===== src/rtl/tdm_demux4_pkg.sv =====
// ----------------------------------------------------------------------------
// tdm_pkg
// Shared types and constants for the 4-channel TDM receive demultiplexer.
//   NCH       : number of TDM channels per frame
//   slot_t    : 2-bit channel slot index
//   state_t   : slot FSM states; the encoding equals the slot number
//   ERR_CNT_W : width of the optional sync-error counter
//               (present when TDM_DEMUX_ERR_CNT_EN is defined)
// ----------------------------------------------------------------------------
package tdm_pkg;

    localparam int NCH       = 4;
    localparam int ERR_CNT_W = 8;

    typedef logic [1:0] slot_t;

    typedef enum logic [1:0] {
        ST_CH0 = 2'd0,
        ST_CH1 = 2'd1,
        ST_CH2 = 2'd2,
        ST_CH3 = 2'd3
    } state_t;

endpackage


===== src/rtl/tdm_demux4_slot_counter.sv =====
// ----------------------------------------------------------------------------
// tdm_slot_counter
// Modulo-4 slot counter for the TDM demux. Advances on each enabled cycle,
// loads slot 1 when a start-of-frame word is accepted (that word takes slot 0).
// Ports:
//   clk  in   system clock, rising edge
//   rst  in   synchronous reset, active-high (slot returns to 0)
//   en   in   accept strobe (din_valid)
//   sof  in   start of frame, qualified by en
//   s    out  slot the next accepted word is written to (registered)
//   wrap out  strobe: the word accepted this cycle completes a frame
// ----------------------------------------------------------------------------
module tdm_slot_counter
    import tdm_pkg::*;
(
    input  logic  clk,
    input  logic  rst,
    input  logic  en,
    input  logic  sof,
    output slot_t s,
    output logic  wrap
);

    state_t r_state;

    always_ff @(posedge clk) begin
        if (rst) begin
            r_state <= ST_CH0;
        end else if (en) begin
            if (sof) begin
                r_state <= ST_CH1;
            end else begin
                unique case (r_state)
                    ST_CH0:  r_state <= ST_CH1;
                    ST_CH1:  r_state <= ST_CH2;
                    ST_CH2:  r_state <= ST_CH3;
                    ST_CH3:  r_state <= ST_CH0;
                    default: r_state <= ST_CH0;
                endcase
            end
        end
    end

    assign s    = slot_t'(r_state);
    // Only a non-sof word landing in slot 3 closes a frame.
    assign wrap = en & ~sof & (r_state == ST_CH3);

endmodule


===== src/rtl/tdm_demux4.sv =====
// ----------------------------------------------------------------------------
// tdm_demux4
// Receive side of a 4-channel TDM link. Each valid word is steered to slot
// 0..3 in rotation; after slot 3 the full frame is presented on w0..w3
// together with a one-cycle frame_valid pulse. A sof arriving mid-frame
// restarts at slot 0, drops the partial frame and pulses sync_err.
// Ports:
//   clk         in   system clock, rising edge
//   rst         in   synchronous reset, active-high
//   din         in   incoming TDM word [WIDTH]
//   din_valid   in   din valid this cycle
//   sof         in   start of frame (din is channel 0), qualified by din_valid
//   w0..w3      out  channel words of last complete frame [WIDTH]
//   frame_valid out  one-cycle pulse when w0..w3 update
//   s           out  slot the next valid word is written to
//   sync_err    out  one-cycle pulse on frame misalignment
//   err_cnt     out  saturating sync_err count [ERR_CNT_W]
//                    (only when TDM_DEMUX_ERR_CNT_EN is defined)
// ----------------------------------------------------------------------------
module tdm_demux4
    import tdm_pkg::*;
#(
    parameter int WIDTH = 3
) (
    input  logic             clk,
    input  logic             rst,
    input  logic [WIDTH-1:0] din,
    input  logic             din_valid,
    input  logic             sof,
    output logic [WIDTH-1:0] w0,
    output logic [WIDTH-1:0] w1,
    output logic [WIDTH-1:0] w2,
    output logic [WIDTH-1:0] w3,
    output logic             frame_valid,
    output logic [1:0]       s,
    output logic             sync_err
`ifdef TDM_DEMUX_ERR_CNT_EN
    ,
    output logic [ERR_CNT_W-1:0] err_cnt
`endif
);

    slot_t w_s;
    logic  w_wrap;

    // Slot 3 is never stored: the closing word goes straight to w3.
    logic [WIDTH-1:0] r_sh0;
    logic [WIDTH-1:0] r_sh1;
    logic [WIDTH-1:0] r_sh2;

    tdm_slot_counter u_slot (
        .clk  (clk),
        .rst  (rst),
        .en   (din_valid),
        .sof  (sof),
        .s    (w_s),
        .wrap (w_wrap)
    );

    assign s = w_s;

    always_ff @(posedge clk) begin
        if (rst) begin
            r_sh0       <= '0;
            r_sh1       <= '0;
            r_sh2       <= '0;
            w0          <= '0;
            w1          <= '0;
            w2          <= '0;
            w3          <= '0;
            frame_valid <= 1'b0;
            sync_err    <= 1'b0;
        end else begin
            frame_valid <= 1'b0;
            sync_err    <= 1'b0;
            if (din_valid) begin
                if (sof) begin
                    // Restart at channel 0; shadow 1..2 are left as-is.
                    r_sh0    <= din;
                    sync_err <= (w_s != ST_CH0);
                end else if (w_wrap) begin
                    w0          <= r_sh0;
                    w1          <= r_sh1;
                    w2          <= r_sh2;
                    w3          <= din;
                    frame_valid <= 1'b1;
                end else begin
                    unique case (w_s)
                        ST_CH0:  r_sh0 <= din;
                        ST_CH1:  r_sh1 <= din;
                        ST_CH2:  r_sh2 <= din;
                        default: ;
                    endcase
                end
            end
        end
    end

`ifdef TDM_DEMUX_ERR_CNT_EN
    always_ff @(posedge clk) begin
        if (rst) begin
            err_cnt <= '0;
        end else if (sync_err && (err_cnt != '1)) begin
            err_cnt <= err_cnt + 1'b1;
        end
    end
`endif

endmodule


===== config.mk =====
export PLATFORM = sky130hd
export DESIGN_NAME = tdm_demux4
export DESIGN_NICKNAME = d
export VERILOG_FILES = /design/src/rtl/tdm_demux4_pkg.sv /design/src/rtl/tdm_demux4_slot_counter.sv /design/src/rtl/tdm_demux4.sv
export SDC_FILE = /design/constraint.sdc
export NUM_CORES = 1
export LEC_CHECK = 0
export CORE_ASPECT_RATIO = 1.4
export CORE_MARGIN = 3
export CORE_UTILIZATION = 25
export DETAILED_ROUTE_END_ITERATION = 7
export DONT_BUFFER_PORTS = 1
export PLACE_DENSITY = 0.49
export REMOVE_ABC_BUFFERS = 1
export SKIP_LAST_GASP = 1
export SYNTH_ARGS = -nofsm -noshare
export SYNTH_HDL_FRONTEND = slang
export SYNTH_SLANG_ARGS = --single-unit

===== constraint.sdc =====
create_clock -name clk -period 1.32 [get_ports clk]
set_input_delay 0.132 -clock clk [delete_from_list [all_inputs] [get_ports clk]]
set_output_delay 0.132 -clock clk [all_outputs]
set_load 0.005 [all_outputs]

==> flow_metrics.tcl, run 1 <==
set metrics [dict create \
    routedWlPerCell_um 13.9 \
    period_share_pct 96.7 \
    fin_ws_ns 0.0431 \
    syn_to_final_growth_pct 11.9 \
    slew_headroom_pct 86.7 \
    tritoncts "yes" \
    critical_path.max_fanout 5 \
    synth_cell_types 21 \
    seq_area_frac_synth_pct 49.5 \
    path_cells "inv_1 > ha_1 > and4bb_4 > mux2i_1 > nor2_1" \
    wl_met2_um 1060 \
    critPathLaunchType "flip-flop" \
    drt_iter0_markers 17 \
    reg2reg_to "r_sh2[1]$_SDFFE_PP0P_" \
    fill_cells 422 \
    grt_pass1_wl_um 3480 \
    required_ns 1.49 \
    netlist_instances 108 \
    routed-via-count 731 \
    die_area_um2 4850 \
    crit_type "flip-flop to flip-flop" \
    grt_setup_unrepaired "true" \
    worstReg2RegStart "u_slot.s[0]$_SDFFE_PP0P_" \
    start_util_pct 26.8 \
    r2r_slack_ns 0.04 \
    holdWs_ns -0.0834 \
    skew_ns 0.00448 \
    wl_met1_um 857 \
    ir_worst_vdd_v 0.000676 \
    row_count 26 \
    fin_util_pct 30.0 \
    worst_pin_slew_ns 0.196 \
    numCtsBuffers 3 \
    clock_latency_ns 0.27 \
    finalSetupViolCount 0 \
    ys_ff_latch 25 \
    power_uw 1310 \
    top_layer "met4" \
    gp_congestion 0.708 \
    final_cells 152 \
    multiInputGateArea_um2 497 \
    crit_end "r_sh2[1]$_SDFFE_PP0P_" \
    slew_viol_final 0 \
    violations "hold timing" \
    cp.depth 5 \
    crit_path_end_kind "flip-flop" \
    min_path_type "primary input to flip-flop" \
    grt_pass1_vias 775 \
    crit_path_start "u_slot.s[0]$_SDFFE_PP0P_" \
    cts_sinks 25 \
    num_antenna_cells 0 \
    overflow 0 \
    die_h_um 81.2 \
    drtPass1Iterations 2 \
    clockRootBuffer "clkbuf_8" \
    syn_area_per_cell_um2 9.36 \
    place_inst 147 \
    core_um2 3770 \
    yosys_warnings 0 \
    fin_nets 122 \
    drt-total-wl_um 2110 \
    critPathBufInv 1 \
    powerDensity_nw_per_um2 1160 \
    postCtsSetupRepairBufs 0 \
    syn_area_um2 1010 \
    path_delay_family "flip-flops" \
    cts_buffer_depth 2 \
    die_x_um 59.7 \
    ant_nets 0 \
    dp_hpwl_um 1460 \
    portBuffers 0 \
    post_route_cells_drive_above_1_share_pct 14.5 \
    cap_violations 0 \
    h-tree-depth 1 \
    worstHoldStart "rst" \
    routed_via_density 4.81 \
    place_ws_ns -0.0513 \
    wl_met3_um 168 \
    critPathMaxStageDelay_ns 0.36 \
    io_pins 23 \
    slowest_stage "dfxtp_2" \
    drc 0 \
    min_period_ns 1.28 \
    power_leakage_uw 0.000405 \
    layout.area.seq_um2 503 \
    antenna_found_initial 0 \
    path_clk_slew_ns 0.09 \
    track_usage_pct 9.54 \
    reg2regPathDepth 5 \
    outcome "complete, but fails checks" \
    hold_viol 22 \
    grt_max_degree 29 \
    arrival_ns 1.45 \
    fmax_mhz 783 \
]
==> worst register-to-register path, cell delays in order (launching register included) <==
cell,delay [ns]
dfxtp_2,0.36
inv_1,0.09
ha_1,0.19
and4bb_4,0.28
mux2i_1,0.20
nor2_1,0.06
==> per-layer routing <==
| layer | vias to the layer above | track usage [%] |
|---|---|---|
| li1 | 361 | - |
| met1 | 351 | 10.7 |
| met2 | 17 | 15.6 |
| met3 | 2 | 3.34 |
| met4 | 0 | 4.88 |
| met5 | - | 0 |
==> state kept, by name (all words and copies together), names as in the netlist <==
name	cells
w3	3
r_sh2	3
r_sh1	3
w0	3
w2	3
r_sh0	3
frame_valid	1
w1	3
sync_err	1
u_slot.s	2
==> cell usage after synthesis <==
cell type	instances	share of area (%)
nand3b_2	1	1.1
nor4bb_1	1	0.99
dfxtp_1	25	50
nor2_1	8	3.0
nand2_1	25	9.3
and3b_2	1	0.99
buf_4	2	1.5
clkbuf_1	2	0.74
a211oi_1	1	0.74
o22ai_1	1	0.62
buf_2	1	0.49
buf_6	1	1.1
inv_1	2	0.74
nand2b_1	6	3.7
ha_1	4	5.0
and4bb_4	2	3.2
o21a_1	1	0.74
a21oi_1	12	5.9
mux2i_1	9	8.9
nor3_1	1	0.49
nor2b_1	2	1.2
==> cells in the final DEF, fill, tap and decap left out <==
cell	n
clkbuf_8	3
and3b_2	2
dfxtp_2	2
o21a_2	1
and4bb_4	2
nand2b_1	6
nor4bb_1	1
nand3b_4	1
a211oi_1	1
a21oi_1	12
nand2_1	25
o22ai_1	1
ha_4	1
dfxtp_1	23
ha_1	3
nor3_1	1
nor2_1	8
clkinvlp_4	1
buf_4	3
mux2i_1	9
inv_1	2
nor2b_1	2
==> power by group <==
part	internal, uW	switching [uW]
combinational	41.8	26.9
sequential	769	11.8
clock	214	244
==> cell families after synthesis <==
| family | synth area share (%) |
|---|---|
| AND/OR/NAND/NOR | 24.0 |
| flip-flops | 49.5 |
| AO/OA/AOI/OAI | 8.05 |
| multiplexers | 8.91 |
| buffers and inverters | 4.58 |
| adder cells (fa/ha/maj) | 4.95 |
==> through the flow <==
stage	instance area (um^2)	hold WS, ns	setup TNS, ns
6_report	1130	-0.0834	0
3_3_place_gp	1050	0.205	0
4_1_cts	1100	-0.0903	0
3_5_place_dp	1050	0.206	-0.290
5_1_grt	1130	-0.0999	-0.0991
2_1_floorplan	972	0.201	0
==> worst min path at each step <==
stage,endpoint,slack (ns),depth (start not counted)
3_5_place_dp,w3[1]$_SDFFE_PP0P_,0.21,1
6_report,w3[1]$_SDFFE_PP0P_,-0.08,1
3_3_place_gp,w0[2]$_SDFFE_PP0P_,0.21,1
2_1_floorplan,w0[0]$_SDFFE_PP0P_,0.20,1
4_1_cts,w3[1]$_SDFFE_PP0P_,-0.09,1
5_1_grt,r_sh2[2]$_SDFFE_PP0P_,-0.1,1
==> what timing repair did <==
action / 4_1_cts / 5_1_grt
gates resized for setup: 2 / 5
pin swaps: 0 / 2
gates cloned: 0 / 1
endpoints found under the hold margin: 22 / 22
setup endpoints to repair: 21 / 21
==> layout make-up <==
type,instances,area share (%)
Clock inverter,1,0.664
Sequential cell,25,44.5
Timing Repair Buffer,3,1.99
Tap cell,42,4.65
Multi-Input combinational cell,76,43.9
Inverter,2,0.664
Clock buffer,3,3.65
No activity file was read; power rests on OpenSTA's default activity.
==> inputs of run 2 (changes only) <==
Settings changed: SETUP_SLACK_MARGIN set to 0.2.
==> run 2 against run 1 <==
The run still ends with hold timing left. Die area is the same. Total power grew 1.2%. Via count grew 2.1%. Final area grew 11%. First-iteration DRC count grew 18%. Register-to-register slack gained 0.02 ns. Clock power is essentially flat. Flip-flop and latch count is the same. Highest routed layer unchanged.
==> flow_metrics.tcl, run 2 (synthesized netlist as in run 1, its figures left out) <==
set metrics [dict create \
    outcome "complete, but fails checks" \
    violations "hold timing" \
    grt_max_degree 29 \
    start_util_pct 26.8 \
    dp_hpwl_um 1460 \
    grt_setup_unrepaired "true" \
    slew_viol_final 0 \
    worstHoldStart "rst" \
    h-tree-depth 1 \
    tritoncts "yes" \
    routedWlPerCell_um 14.9 \
    core_um2 3770 \
    skew_ns 0.00650 \
    syn_to_final_growth_pct 23.9 \
    critPathBufInv 0 \
    overflow 0 \
    crit_path_end_kind "flip-flop" \
    final_common_cell "dfxtp_1" \
    post_route_cells_drive_above_1_share_pct 40.2 \
    layout.area.seq_um2 508 \
    path_delay_family "simple AND/OR/NAND/NOR gates" \
    crit_path_start "u_slot.s[1]$_SDFFE_PP0P_" \
    ant_nets 0 \
    drtPass1Iterations 2 \
    routed_via_density 4.84 \
    slowest_stage "dfxtp_4" \
    crit_type "flip-flop to flip-flop" \
    finalSetupViolCount 0 \
    hold_viol 22 \
    placed_cell_area_um2 1050 \
    worst_pin_slew_ns 0.191 \
    min_path_type "primary input to flip-flop" \
    ir_worst_vdd_v 0.000680 \
    critical_path.max_fanout 6 \
    die_area_um2 4850 \
    min_period_ns 1.25 \
    power_leakage_uw 0.000438 \
    powerDensity_nw_per_um2 1060 \
    fmax_mhz 797 \
    drt_iter0_markers 20 \
    slew_headroom_pct 87.1 \
    antenna_found_initial 0 \
    cts_sinks 25 \
    clock_latency_ns 0.27 \
    drt-total-wl_um 2300 \
    critPathMaxStageDelay_ns 0.38 \
    grt_pass1_vias 786 \
    critPathLaunchType "flip-flop" \
    track_usage_pct 9.66 \
    clockRootBuffer "clkbuf_8" \
    cts_buffer_depth 2 \
    fin_ws_ns 0.0656 \
    worstReg2RegStart "u_slot.s[1]$_SDFFE_PP0P_" \
    place_ws_ns -0.0513 \
    portBuffers 0 \
    required_ns 1.49 \
    path_clk_slew_ns 0.09 \
    drc 0 \
    fin_nets 124 \
    holdWs_ns -0.0933 \
    arrival_ns 1.42 \
    multiInputGateArea_um2 606 \
    grt_pass1_wl_um 3540 \
    num_antenna_cells 0 \
    final_area_um2 1250 \
    cap_violations 0 \
    path_cells "ha_4 > and4bb_4 > mux2i_1 > nor2_1" \
    die_x_um 59.7 \
    period_share_pct 95.0 \
    row_count 26 \
    layout_common_cells "dfxtp_1, nand2_2, nand2_1, mux2i_1, nor2_1" \
    fill_cells 421 \
    gp_congestion 0.708 \
    numCtsBuffers 3 \
    die_h_um 81.2 \
    io_pins 23 \
    routed-via-count 746 \
]
[run 2: cell types whose count changed in the layout (fill, tap and decap cells not counted), sizes merged]
cell | before | now
buf | 3 | 4
nand3b | 1 | 2
[run 2: power by group]
group	leakage (uW)	internal, uW	total, uW	switching, uW
registers	0.000204	767	781	13.6
clock network	0.0000217	214	461	248
logic	0.000213	48.5	80.6	32.0
[run 2: timing repair]
action                                 in CTS  in global routing
gates cloned                                0                  2
resized for setup                          11                 27
endpoints found under the hold margin      22                 22
buffers inserted                            0                  1
pin swaps                                   5                 21
setup endpoints to repair                  25                 25
[run 2: per-layer routing]
layer	share of wire [%]	GRT usage [%]	wire (um)
met5	0	0	0
met4	1.0	4.88	23
met3	6.9	3.34	159
met2	51	15.7	1180
met1	41	11.0	938
[run 2: worst register-to-register path, cell delays in order (launching register included)]
cell      delay, ns
dfxtp_4        0.38
ha_4           0.18
and4bb_4       0.33
mux2i_1        0.21
nor2_1         0.06
[run 2: through the flow]
stage          power, uW  std cells  utilization (%)  TNS, ns
2_1_floorplan        843        102                -        0
3_3_place_gp         861        147             27.8        0
3_5_place_dp         863        147             27.8   -0.290
4_1_cts             1330        151             29.7        0
5_1_grt             1380        154             33.2        0
6_report            1320        154             33.2        0
[run 2: worst paths after layout]
check	to	slack, ns	depth (start not counted)
max	r_sh2[1]$_SDFFE_PP0P_	0.07	4
min	w3[1]$_SDFFE_PP0P_	-0.09	1
max reg2reg	r_sh2[1]$_SDFFE_PP0P_	0.07	4
min reg2reg	w0[0]$_SDFFE_PP0P_	0.46	2
[run 2: layout make-up]
class	count	area share, %
clock buffer	3	3.30
clock inverter	1	0.599
inverter	2	0.599
multi-input combinational	77	48.4
sequential	25	40.6
tap	42	4.20
timing repair buffer	4	2.40
